$ cat src/rtl/seg7_mux_driver.sv
// seg7_mux_driver: time-multiplexed N-digit 7-segment driver with guard time, frame-synchronous update and LZ suppression
// Ports:
//   i_clk, i_rst_n    clock, asynchronous active-low reset
//   i_value           nibble k drives digit k (digit 0 least significant)
//   i_load, i_dp_in   one-cycle capture strobe and per-digit decimal points
//   i_blank           forces all outputs inactive (scanning continues)
//   i_lz_suppress     enables leading-zero suppression
//   o_seg_out         segments {g,f,e,d,c,b,a}, polarity SEG_ACTIVE_HIGH
//   o_dp_out          decimal point of the active digit, polarity SEG_ACTIVE_HIGH
//   o_dig_en          digit enables, one-hot when active, polarity DIG_ACTIVE_HIGH
//   o_frame_done      one-cycle pulse aligned with the end of the last digit slot
module seg7_mux_driver #(
    parameter int NUM_DIGITS      = 4,
    parameter int REFRESH_DIV     = 50000,
    parameter int GUARD           = 2,
    parameter int HEX_MODE        = 1,
    parameter int SEG_ACTIVE_HIGH = 1,
    parameter int DIG_ACTIVE_HIGH = 0
) (
    input  logic                      i_clk,
    input  logic                      i_rst_n,
    input  logic [4*NUM_DIGITS-1:0]   i_value,
    input  logic                      i_load,
    input  logic [NUM_DIGITS-1:0]     i_dp_in,
    input  logic                      i_blank,
    input  logic                      i_lz_suppress,
    output logic [6:0]                o_seg_out,
    output logic                      o_dp_out,
    output logic [NUM_DIGITS-1:0]     o_dig_en,
    output logic                      o_frame_done
);
    localparam int SW = REFRESH_DIV > 1 ? $clog2(REFRESH_DIV) : 1;
    localparam int IW = NUM_DIGITS > 1 ? $clog2(NUM_DIGITS) : 1;
    // Inactive levels; XOR with these converts internal active-high values to pin polarity.
    localparam logic [6:0]            SEG_OFF = SEG_ACTIVE_HIGH != 0 ? 7'h00 : 7'h7f;
    localparam logic                  DP_OFF  = SEG_ACTIVE_HIGH == 0;
    localparam logic [NUM_DIGITS-1:0] DIG_OFF = DIG_ACTIVE_HIGH != 0 ? {NUM_DIGITS{1'b0}} : {NUM_DIGITS{1'b1}};
    // Glyphs F..0, entry n at bits [7n+6:7n].
    localparam logic [111:0] SEG_LUT = {
        7'b1110001, 7'b1111001, 7'b1011110, 7'b0111001,
        7'b1111100, 7'b1110111, 7'b1101111, 7'b1111111,
        7'b0000111, 7'b1111101, 7'b1101101, 7'b1100110,
        7'b1001111, 7'b1011011, 7'b0000110, 7'b0111111
    };

    logic [SW-1:0]           r_slot;
    logic [IW-1:0]           r_idx;
    logic [4*NUM_DIGITS-1:0] r_pend, r_disp;
    logic [NUM_DIGITS-1:0]   r_pend_dp, r_disp_dp;
    logic                    r_pend_valid;
    logic                    w_tc, w_boundary, w_active, w_supp;
    logic [3:0]              w_nib;
    logic [6:0]              w_seg;
    logic [NUM_DIGITS-1:0]   w_zero, w_onehot;

    // w_zero[k]: every nibble from k upward is zero
    for (genvar k = 0; k < NUM_DIGITS; k++) begin : g_zero
        assign w_zero[k] = r_disp[4*NUM_DIGITS-1:4*k] == '0;
    end

    assign w_tc       = r_slot == SW'(REFRESH_DIV - 1);
    assign w_boundary = w_tc && r_idx == IW'(NUM_DIGITS - 1);
    assign w_active   = !i_blank && r_slot >= SW'(GUARD);
    assign w_nib      = r_disp[r_idx*4 +: 4];
    assign w_supp     = i_lz_suppress && r_idx != '0 && w_zero[r_idx];
    assign w_seg      = (w_supp || (HEX_MODE == 0 && w_nib > 4'd9)) ? 7'h00 : SEG_LUT[w_nib*7 +: 7];
    assign w_onehot   = NUM_DIGITS'(1) << r_idx;

    always_ff @(posedge i_clk or negedge i_rst_n) begin
        if (!i_rst_n) begin
            r_slot <= '0;
            r_idx  <= '0;
        end else begin
            r_slot <= w_tc ? '0 : r_slot + 1'b1;
            if (w_tc)
                r_idx <= r_idx == IW'(NUM_DIGITS - 1) ? '0 : r_idx + 1'b1;
        end
    end

    // A load on the boundary cycle bypasses pending and lands in the new frame directly.
    always_ff @(posedge i_clk or negedge i_rst_n) begin
        if (!i_rst_n) begin
            r_pend       <= '0;
            r_pend_dp    <= '0;
            r_pend_valid <= 1'b0;
            r_disp       <= '0;
            r_disp_dp    <= '0;
        end else if (w_boundary) begin
            r_pend_valid <= 1'b0;
            if (i_load) begin
                r_disp    <= i_value;
                r_disp_dp <= i_dp_in;
            end else if (r_pend_valid) begin
                r_disp    <= r_pend;
                r_disp_dp <= r_pend_dp;
            end
        end else if (i_load) begin
            r_pend       <= i_value;
            r_pend_dp    <= i_dp_in;
            r_pend_valid <= 1'b1;
        end
    end

    always_ff @(posedge i_clk or negedge i_rst_n) begin
        if (!i_rst_n) begin
            o_seg_out    <= SEG_OFF;
            o_dp_out     <= DP_OFF;
            o_dig_en     <= DIG_OFF;
            o_frame_done <= 1'b0;
        end else begin
            o_seg_out    <= w_active ? w_seg ^ SEG_OFF : SEG_OFF;
            o_dp_out     <= w_active ? r_disp_dp[r_idx] ^ DP_OFF : DP_OFF;
            o_dig_en     <= w_active ? w_onehot ^ DIG_OFF : DIG_OFF;
            o_frame_done <= w_boundary;
        end
    end
endmodule

$ cat config.mk
export PLATFORM = sky130hd
export DESIGN_NAME = seg7_mux_driver
export DESIGN_NICKNAME = d
export VERILOG_FILES = /design/src/rtl/seg7_mux_driver.sv
export SDC_FILE = /design/constraint.sdc
export NUM_CORES = 1
export LEC_CHECK = 0
export BUFFER_PORTS_ARGS = -buffer_cell sky130_fd_sc_hd__buf_4
export CAP_MARGIN = 20
export CORE_MARGIN = 3
export CORE_UTILIZATION = 58
export DETAILED_ROUTE_END_ITERATION = 8
export PLACE_DENSITY_LB_ADDON = 0.1
export SETUP_SLACK_MARGIN = 0.4
export SLEW_MARGIN = 5
export SYNTH_ARGS = -nofsm -noshare
export SYNTH_HDL_FRONTEND = slang
export SYNTH_SLANG_ARGS = --single-unit
$ cat constraint.sdc
create_clock -name i_clk -period 2.9 [get_ports i_clk]
set_clock_uncertainty 0.2 [all_clocks]
set_input_delay 0.29 -clock i_clk [delete_from_list [all_inputs] [get_ports i_clk]]
set_output_delay 0.29 -clock i_clk [all_outputs]
set_load 0.1 [all_outputs]
==> impl_results.md <==
- Clock slew at reported path FFs: 0.08 ns
- Htree depth: 3
- Root buf cell: clkbuf_8
- FF+latch count, synth: 72
- Async set-or-reset flop fraction in the synthesized netlist: 100.0%
- Worst-case clock buffer depth: 2
- Clock Latency Late Sink: roughly 0.35 ns
- Remaining antenna violation count: 0
- Antenna diodes: 0
- Grt ovf: 0
- CP max FO: 10
- Place WS: 0.2152 ns
- Critical path arrival: 2.40 ns
- Rel. slew slack: 41.37%
- Residual DRC count: 0
- Critical path's top delay family: simple AND/OR/NAND/NOR gates
- Main flop type after synthesis: dfrtp_1
- Multi-input logic area: 1700 sq um
- First-pass GRT wire length: 11.78 mm
- RSZ-0062 raised after global routing: false
- Final HPWL DP: roughly 4.3 mm
- WS Path Type: reg -> reg
- Largest area contributor in the netlist: dfrtp_1
- Die Width: 84.69 um
- Pins Over Slew Limit: 0
- Clock period minus final worst setup slack: 2.363 ns
- GRT Total Usage: just over 20%
- Rows: 28
- Unique masters post-synth: 42
- CTS buffer count: 9
- Final Hold Vio Count: 0
- Vias per inst: 5.449
- CP required: 2.93 ns
- Area share of the largest cell type after synthesis: 47.39%
- F_max: about 420 MHz
- Layout cells sized above 1: 40.99%
- Mapped Area: 3591 sq um
- Setup violators final: 0
- Syn. warnings: 0
- Initial DRC Count: between 70 and 80
- Register area share after synthesis: 50.31%
- Layout area overhead: 22.89%
- Critical path's slowest cell: or4_4
- VDD IR max: between 0.3 and 0.4 mV
- I/O pin cnt: 38
- Worst-Margin Slew: 0.8795 ns
- Die area: a little over 7000 sq um
- Hold Crit Class: in -> reg
- Layout Nets: 376
- Initial antenna violation count: 0
- CTS tree: built
- Critical path launch point type: flip-flop
- Worst path cell trace: or4_4 > nor4_4 > and3_4 > nand3b_4 > mux2_4
- Status: completed
- DRT Pass-1 Iters: 4
- Setup tns final: 0 ns
- Static Leak: 0.002141 uW
- Post-synthesis cell count: between 200 and 300
- Vias in the first global route: 2446
- Most common cell after layout, fill and taps aside: dfrtp_1
- Final worst slack: 0.5370 ns
- Starting density of the core: 60.29%
- Worst path max stage delay: around 0.54 ns
- Largest net degree at the start of global routing: 73
- Core Region: between 5000 and 6000 sq um
- Clock sinks: 72
- Aggregate routed wire length: 6.789 mm
- Top post-synthesis cells by area: dfrtp_1 (47%), mux2_2 (13%), mux2_4 (8.4%), ha_1 (4.2%), mux4_2 (3.1%)
- Leading cell types in the layout, fill and taps excluded: dfrtp_1 (68), buf_4 (45), mux2_2 (43), dlygate4sd3_1 (21), mux2_4 (20)
- Port bufs: 37
- PD cells: approximately 490 nW/um^2
- # Max-Cap Violations: 0
- Sequential Area: ~1800 sq um
- Vias: 2283
- GPL Wtd Cong: 0.8599
- Die Y: 84.69 um
- # fillers: 398
- Worst path bufs/invs: 0
- Post-synth net total: 309
- Avg WL per Cell: 16.20 um
- Fin crit share: 81.48%
- Syn_area_per_cell: 13.20 sq um
- CP Capture Type: flip-flop
- EDFF count, synth: 0
[cells by family after synthesis]
family	after synthesis	share of synthesized area, %
adder cells (fa/ha/maj)	12	4.181
AO/OA/AOI/OAI	15	2.822
multiplexers	70	25.54
AND/OR/NAND/NOR	69	10.70
flip-flops	72	50.31
XOR/XNOR	14	3.415
buffers and inverters	20	3.031
[report_power, final]
group / internal (uW) / leakage (uW) / switching [uW]
clock network: 530 / 0.000119 / 378
registers: 1040 / 0.000913 / 14.8
logic: 99.2 / 0.00111 / 103
total: 1670 / 0.00214 / 495
[layer usage]
layer / GRT usage, % / vias up / wire [um] / share of wire [%]
li1: - / 1098 / - / -
met1: 27.98 / 1120 / 3186 / 47
met2: 32.38 / 55 / 3174 / 47
met3: 6.477 / 10 / 335 / 4.9
met4: 6.475 / 0 / 93 / 1.4
met5: 0 / - / 0 / 0
[path summary, 6_finish.rpt]
path | start | endpoint | cells after the start | slack, ns
setup / recovery | r_slot[13] | r_disp[3] | 5 | 0.54
hold / removal | i_blank | o_dig_en[0] | 3 | 0.05
setup reg to reg | r_slot[13] | r_disp[3] | 5 | 0.54
hold reg to reg | r_slot[12] | r_slot[12] | 1 | 0.30
max in group asynchronous | i_rst_n | r_disp[6] | 2 | 1.52
min in group asynchronous | i_rst_n | r_pend[0] | 2 | 0.41
[sequential cells by signal (all words and copies together), names as in the netlist, 2 cells and up]
signal     flops
o_seg_out      7
o_dig_en       4
r_disp        16
r_disp_dp      4
r_pend_dp      4
r_idx          2
r_pend        16
r_slot        16
[layout make-up]
class                      instances  share of cell area (%)
clock buffer                      11                   3.431
clock inverter                     5                   1.786
inverter                           9                  0.7655
multi-input combinational        181                   38.53
sequential                        72                   40.94
tap                               75                   2.126
timing repair buffer              66                   12.42
[worst min-delay path, stage by stage]
cell and delay (ns):
buf_4 0.08, a31oi_1 0.10, nand2_1 0.09
[timing repair]
| action | in CTS | in global routing |
|---|---|---|
| gates resized for setup | 2 | 0 |
| setup buffers | 0 | 5 |
| hold buffers | 21 | 0 |
| pin swaps | 0 | 1 |
| gates cloned | 1 | 0 |
| hold endpoints to repair | 88 | 0 |
| endpoints found under the setup margin | 40 | 20 |
[cells in the mapped netlist (2+ instances only)]
cell       n
nand3_1    6
xor2_1     7
nand4_1    2
nor4_1     5
nand2_1   14
inv_1      9
a211oi_1   4
and3_1     4
mux2_4    20
mux4_2     5
buf_6      4
nor3_1     6
o21ai_0    3
buf_2      3
mux2i_1    2
o22ai_1    2
dfstp_2    4
ha_1      12
mux2_2    43
dfrtp_1   68
xnor2_1    7
clkbuf_1   4
nor2_1    19
[per-stage QoR]
step | std cells | hold WS (ns) | power (uW) | cell area [sq um] | util [%]
final | 419 | 0.05168 | 2161 | 4413 | 74.10
after global placement | 376 | 0.2706 | 1247 | 3910 | 65.65
after global routing | 419 | 0.04722 | 2244 | 4413 | 74.10
after floorplan | 272 | -0.2056 | 1180 | 3591 | -
after CTS | 414 | 0.04873 | 2178 | 4375 | 73.47
after detailed placement | 376 | 0.2703 | 1253 | 3910 | 65.65
No activity file was read; power rests on OpenSTA's default activity.
